<file path="src/rtl/pipe_ctrl.sv">
// Stall/flush sequencer for the five-stage pipeline: hazard priority, HALT drain and halted hold.
// Optional stall/flush statistics counters are built when PIPE_CTRL_STATS_EN is defined.
module pipe_ctrl #(
  parameter int DRAIN_CYCLES = 3
) (
  input  logic        clk,
  input  logic        rst,
  input  logic        id_valid,
  input  logic        id_rs_used,
  input  logic        id_rt_used,
  input  logic [2:0]  id_rs,
  input  logic [2:0]  id_rt,
  input  logic        id_halt,
  input  logic        idex_valid,
  input  logic        idex_memread,
  input  logic [2:0]  idex_wr_reg,
  input  logic        ex_redirect,
  input  logic        imem_stall,
  input  logic        dmem_stall,
  output logic        pc_en,
  output logic        ifid_en,
  output logic        idex_en,
  output logic        exmem_en,
  output logic        memwb_en,
  output logic        ifid_flush,
  output logic        idex_flush,
  output logic        exmem_flush,
  output logic        memwb_flush,
  output logic        halted,
  output logic [15:0] stall_cycles,
  output logic [15:0] flush_count
);

  typedef enum logic [1:0] {
    RUN    = 2'd0,
    DRAIN  = 2'd1,
    HALTED = 2'd2
  } state_t;

  localparam logic [1:0] DCNT_INIT = 2'(DRAIN_CYCLES - 1);

  state_t     state_q, state_d;
  logic [1:0] dcnt_q, dcnt_d;
  logic       load_use;

  // R0 is compared like any other register; the register file decides its meaning.
  assign load_use = idex_valid & idex_memread & id_valid &
                    ((id_rs_used & (id_rs == idex_wr_reg)) |
                     (id_rt_used & (id_rt == idex_wr_reg)));

  always_comb begin
    state_d     = state_q;
    dcnt_d      = dcnt_q;
    pc_en       = 1'b1;
    ifid_en     = 1'b1;
    idex_en     = 1'b1;
    exmem_en    = 1'b1;
    memwb_en    = 1'b1;
    ifid_flush  = 1'b0;
    idex_flush  = 1'b0;
    exmem_flush = 1'b0;
    memwb_flush = 1'b0;
    halted      = 1'b0;

    if (rst) begin
      pc_en       = 1'b0;
      ifid_en     = 1'b0;
      idex_en     = 1'b0;
      exmem_en    = 1'b0;
      memwb_en    = 1'b0;
      ifid_flush  = 1'b1;
      idex_flush  = 1'b1;
      exmem_flush = 1'b1;
      memwb_flush = 1'b1;
      state_d     = RUN;
      dcnt_d      = 2'd0;
    end else begin
      unique case (state_q)
        RUN: begin
          if (dmem_stall) begin
            // EX keeps presenting any redirect, so it is picked up once memory is ready.
            pc_en       = 1'b0;
            ifid_en     = 1'b0;
            idex_en     = 1'b0;
            exmem_en    = 1'b0;
            memwb_flush = 1'b1;
          end else if (ex_redirect) begin
            ifid_flush = 1'b1;
            idex_flush = 1'b1;
          end else if (load_use) begin
            pc_en      = 1'b0;
            ifid_en    = 1'b0;
            idex_flush = 1'b1;
          end else if (imem_stall) begin
            pc_en      = 1'b0;
            ifid_flush = 1'b1;
          end
          if (id_valid && id_halt && !dmem_stall && !ex_redirect && !load_use) begin
            state_d = DRAIN;
            dcnt_d  = DCNT_INIT;
          end
        end
        DRAIN: begin
          if (dmem_stall) begin
            pc_en       = 1'b0;
            ifid_en     = 1'b0;
            idex_en     = 1'b0;
            exmem_en    = 1'b0;
            memwb_flush = 1'b1;
          end else if (ex_redirect) begin
            // HALT was on the wrong path; resume normal fetch from the target.
            ifid_flush = 1'b1;
            idex_flush = 1'b1;
            state_d    = RUN;
            dcnt_d     = 2'd0;
          end else begin
            pc_en      = 1'b0;
            ifid_flush = 1'b1;
            if (dcnt_q == 2'd0) begin
              state_d = HALTED;
            end else begin
              dcnt_d = dcnt_q - 2'd1;
            end
          end
        end
        HALTED: begin
          pc_en    = 1'b0;
          ifid_en  = 1'b0;
          idex_en  = 1'b0;
          exmem_en = 1'b0;
          memwb_en = 1'b0;
          halted   = 1'b1;
        end
        default: begin
          state_d = RUN;
          dcnt_d  = 2'd0;
        end
      endcase
    end
  end

  always_ff @(posedge clk) begin
    if (rst) begin
      state_q <= RUN;
      dcnt_q  <= 2'd0;
    end else begin
      state_q <= state_d;
      dcnt_q  <= dcnt_d;
    end
  end

`ifdef PIPE_CTRL_STATS_EN
  logic [15:0] stall_cycles_q, stall_cycles_d;
  logic [15:0] flush_count_q, flush_count_d;
  logic        run_stall;
  logic        redirect_taken;

  assign run_stall      = (state_q == RUN) & ~pc_en & ~rst;
  assign redirect_taken = ~rst & ~dmem_stall & ex_redirect &
                          ((state_q == RUN) | (state_q == DRAIN));

  always_comb begin
    stall_cycles_d = stall_cycles_q;
    flush_count_d  = flush_count_q;
    if (run_stall && (stall_cycles_q != 16'hFFFF)) begin
      stall_cycles_d = stall_cycles_q + 16'd1;
    end
    if (redirect_taken && (flush_count_q != 16'hFFFF)) begin
      flush_count_d = flush_count_q + 16'd1;
    end
  end

  always_ff @(posedge clk) begin
    if (rst) begin
      stall_cycles_q <= 16'h0000;
      flush_count_q  <= 16'h0000;
    end else begin
      stall_cycles_q <= stall_cycles_d;
      flush_count_q  <= flush_count_d;
    end
  end

  assign stall_cycles = stall_cycles_q;
  assign flush_count  = flush_count_q;
`else
  assign stall_cycles = 16'h0000;
  assign flush_count  = 16'h0000;
`endif

endmodule
</file>
<file path="config.mk">
export PLATFORM = sky130hd
export DESIGN_NAME = pipe_ctrl
export DESIGN_NICKNAME = d
export VERILOG_FILES = /design/src/rtl/pipe_ctrl.sv
export SDC_FILE = /design/constraint.sdc
export NUM_CORES = 1
export LEC_CHECK = 0
export ABC_AREA = 1
export CORE_ASPECT_RATIO = 1.2
export CORE_MARGIN = 2
export CORE_UTILIZATION = 33
export DETAILED_ROUTE_END_ITERATION = 7
export HOLD_SLACK_MARGIN = 0.08
export PLACE_DENSITY = 0.8
export SLEW_MARGIN = 20
export SYNTH_ARGS = -nofsm -noshare
export SYNTH_HDL_FRONTEND = slang
export SYNTH_SLANG_ARGS = --single-unit
</file>
<file path="constraint.sdc">
create_clock -name clk -period 1.92 [get_ports clk]
set_clock_uncertainty 0.1 [all_clocks]
set_input_delay 0.48 -clock clk [delete_from_list [all_inputs] [get_ports clk]]
set_output_delay 0.48 -clock clk [all_outputs]
set_load 0.01 [all_outputs]
</file>
==> metrics <==
status finished, violations left; failing checks setup timing; post-synthesis cell type count 17; Hold Buf Count CTS 0; P per Cell Area approximately 700 mW/mm2; largest net degree at the start of global routing 8; total vias in the final route approximately 890; Crit path top cell by count nand2_1; DP HPWL around 1.5 mm; Crit Reg-Reg Endpoint dcnt_q[1]$_SDFFE_PP0P_; Die H 57.9 um; Inst Count DP between 200 and 250; total gr overflow 0; sw frac a little under half; CTS H-tree depth 1; yosys warns 0; Place WS -0.920 ns; n_diodes 0; Final Max Slew Viols 0; critical path type input port to output pin; area grow syn2layout 47.3%; end of the critical path pc_en; Layout Cells excl Fill ~220; average size of a mapped cell roughly 5.7 um2; sequential share of the synthesized area 10.0%; type of origin of the critical path input port; Clk Latency, worst-skew pair about 0.23 ns; Final TNS setup -0.150 ns; crit path DAT ~1.4 ns; sequential cell area roughly 81 um2; critical path peak fanout 4; DRC Markers 0; layout cells sized above 1 between 30% and 40%; area of the multi-input gates 573 um2; Worst R2R Start state_q[0]$_SDFFE_PP0P_; clock power share between 10% and 20%; Root Driver clkbuf_4; commonest non-fill, non-tap cells in the layout conb_1 (32), nand2_1 (28), nor2_1 (18), buf_4 (18), inv_1 (11); share of the synthesized area in the top cell type around 33%; Iteration-0 DRC Markers 13; Worst Setup SP id_rt[0]; number of global-route vias before repair 779; Register-to-Register Path Depth 9; NetSw around 390 uW; instance count on the critical path 13; RSZ-0062 raised after global routing true; Crit path max-delay family simple AND/OR/NAND/NOR gates; DRT Pass-1 Iters 4; cell-internal power approximately 440 uW; Tcrit/Tclk final 103%; WP data required between 1 and 1.5 ns; Worst Slack Setup Final -0.0537 ns; Area after DPL 0.00110 mm2; die area approximately 0.0028 mm2; routability cong. roughly 0.78; Mapped Cells about 140; Worst Path Buf+Inv 3; CTS buffer count 3; Die X ~50 um; Core Region about 0.0023 mm2; LEAKAGE 0.000675 uW; CP Cell Sequence buf_8 > clkinv_4 > nand2_4 > nand2_2 > nor2_2 > nand2_1 > nand2_2 > nand2_4 > nand2_1 > nand2_1 > nand2_1 > a21oi_2 > buf_2; CTS tree built; VDD IR-drop max 0.554 mV; # Max-Cap Violations 0; worst min path class flop to flop; Rows 19; routed vias/inst 4.07; Reg clk slew, reported paths approximately 0.040 ns; Total GRT Usage 12.9%; Worst R2R Setup Slack around 0.4 ns; Clock Path Buffers 2; HP Start dcnt_q[0]$_SDFFE_PP0P_; slowest stage delay, CP around 0.13 ns; setup violators final 4; initial antenna violation count 0; share of total power in combinational logic roughly 70%; top cells by area, synth buf_4 (33%), nand2_1 (16%), nor2_1 (10%); DR WL/cell 8.87 um; most common cell after layout, fill and taps aside conb_1; post-layout net count 210; initial cell density of the core about a third; Hold Fails Final Rpt 0; fmax a little over 0.5 GHz; Crit. End Element output pin; fill count 261; crit path max-delay cell type buf_2; Design Area, Final roughly 0.0012 mm2; DRT antenna net count 0; CTS sink cnt 4; Finished Core Util between 50% and 60%; input/output buffers 29; first-pass GRT wire length between 2 and 3 mm; Reg power frac a little under a fifth; DRT Wirelength between 1.5 and 2 mm; Synth area leader buf_4; fin crit period 1.97 ns; synthesized area 798 um2; #FFs+latches synth 4; I/O Pins just over 60
==> cell families after synthesis <==
logic type | after synthesis | synth area share (%)
flip-flops | 4 | 10.0
buffers and inverters | 54 | 41.8
adder cells (fa/ha/maj) | 1 | 1.57
AO/OA/AOI/OAI | 12 | 7.52
other | 1 | 0.470
AND/OR/NAND/NOR | 69 | 38.6
==> Yosys cell counts <==
master / n
conb_1: 1
inv_1: 16
buf_4: 35
nand2_4: 2
nor3_1: 3
o21ai_0: 3
nand2_1: 34
nand2_2: 1
a21oi_1: 9
nand3_1: 3
nor2_4: 2
ha_1: 1
and3_1: 1
nor2_1: 22
dfxtp_1: 4
nand3_2: 1
inv_2: 3
==> power by group through the flow <==
stage,clock [uW],sequential (uW),combinational [uW]
finish,106,154,570
global route,114,160,644
CTS,111,148,548
detailed placement,0,148,568
global placement,0,147,554
floorplan,0,133,406
==> through the flow <==
stage	hold slack, ns	power [uW]
2_1_floorplan	0.352	539
3_3_place_gp	0.368	701
3_5_place_dp	0.374	716
4_1_cts	0.383	807
5_1_grt	0.418	917
6_report	0.379	830
==> how the worst min path moves through the flow <==
stage                                        end  slack [ns]  cells past startpoint
after floorplan           dcnt_q[0]$_SDFFE_PP0P_        0.35                      2
after global placement    dcnt_q[0]$_SDFFE_PP0P_        0.37                      2
after detailed placement  dcnt_q[0]$_SDFFE_PP0P_        0.37                      2
after CTS                 dcnt_q[0]$_SDFFE_PP0P_        0.38                      2
after global routing      dcnt_q[0]$_SDFFE_PP0P_        0.42                      2
final                     dcnt_q[0]$_SDFFE_PP0P_        0.38                      2
==> routing by layer <==
layer  up-vias  wire (um)  global-route usage (%)
li1        456          -                       -
met5         -          0                       0
met1       389        641                    12.0
met2        38       1130                    27.6
met4         0         31                    4.90
met3         4        131                    2.06
==> registers in the layout, summed over array words and instances, names as in the netlist <==
signal / flops
dcnt_q: 2
state_q: 2
==> repair_timing <==
item | in CTS | in global routing
resized for setup | 96 | 22
gates cloned | 0 | 0
buffers inserted | 1 | 1
pin swaps | 24 | 15
endpoints found under the setup margin | 10 | 8
==> worst min-delay path: cells and delay by family (launching register included) <==
| kind | cells | cell delay, ns |
|---|---|---|
| AOI/OAI and AO/OA | 1 | 0.04 |
| and+or+nand+nor | 1 | 0.09 |
| DFF | 1 | 0.31 |
==> area by class of cell <==
cell class,count,area share (%)
Clock buffer,3,1.91
Inverter,19,6.91
Multi-Input combinational cell,114,48.7
Sequential cell,4,6.91
Tap cell,31,3.30
Timing Repair Buffer,47,32.2
Note: power is estimated with default switching activity, not from simulation.
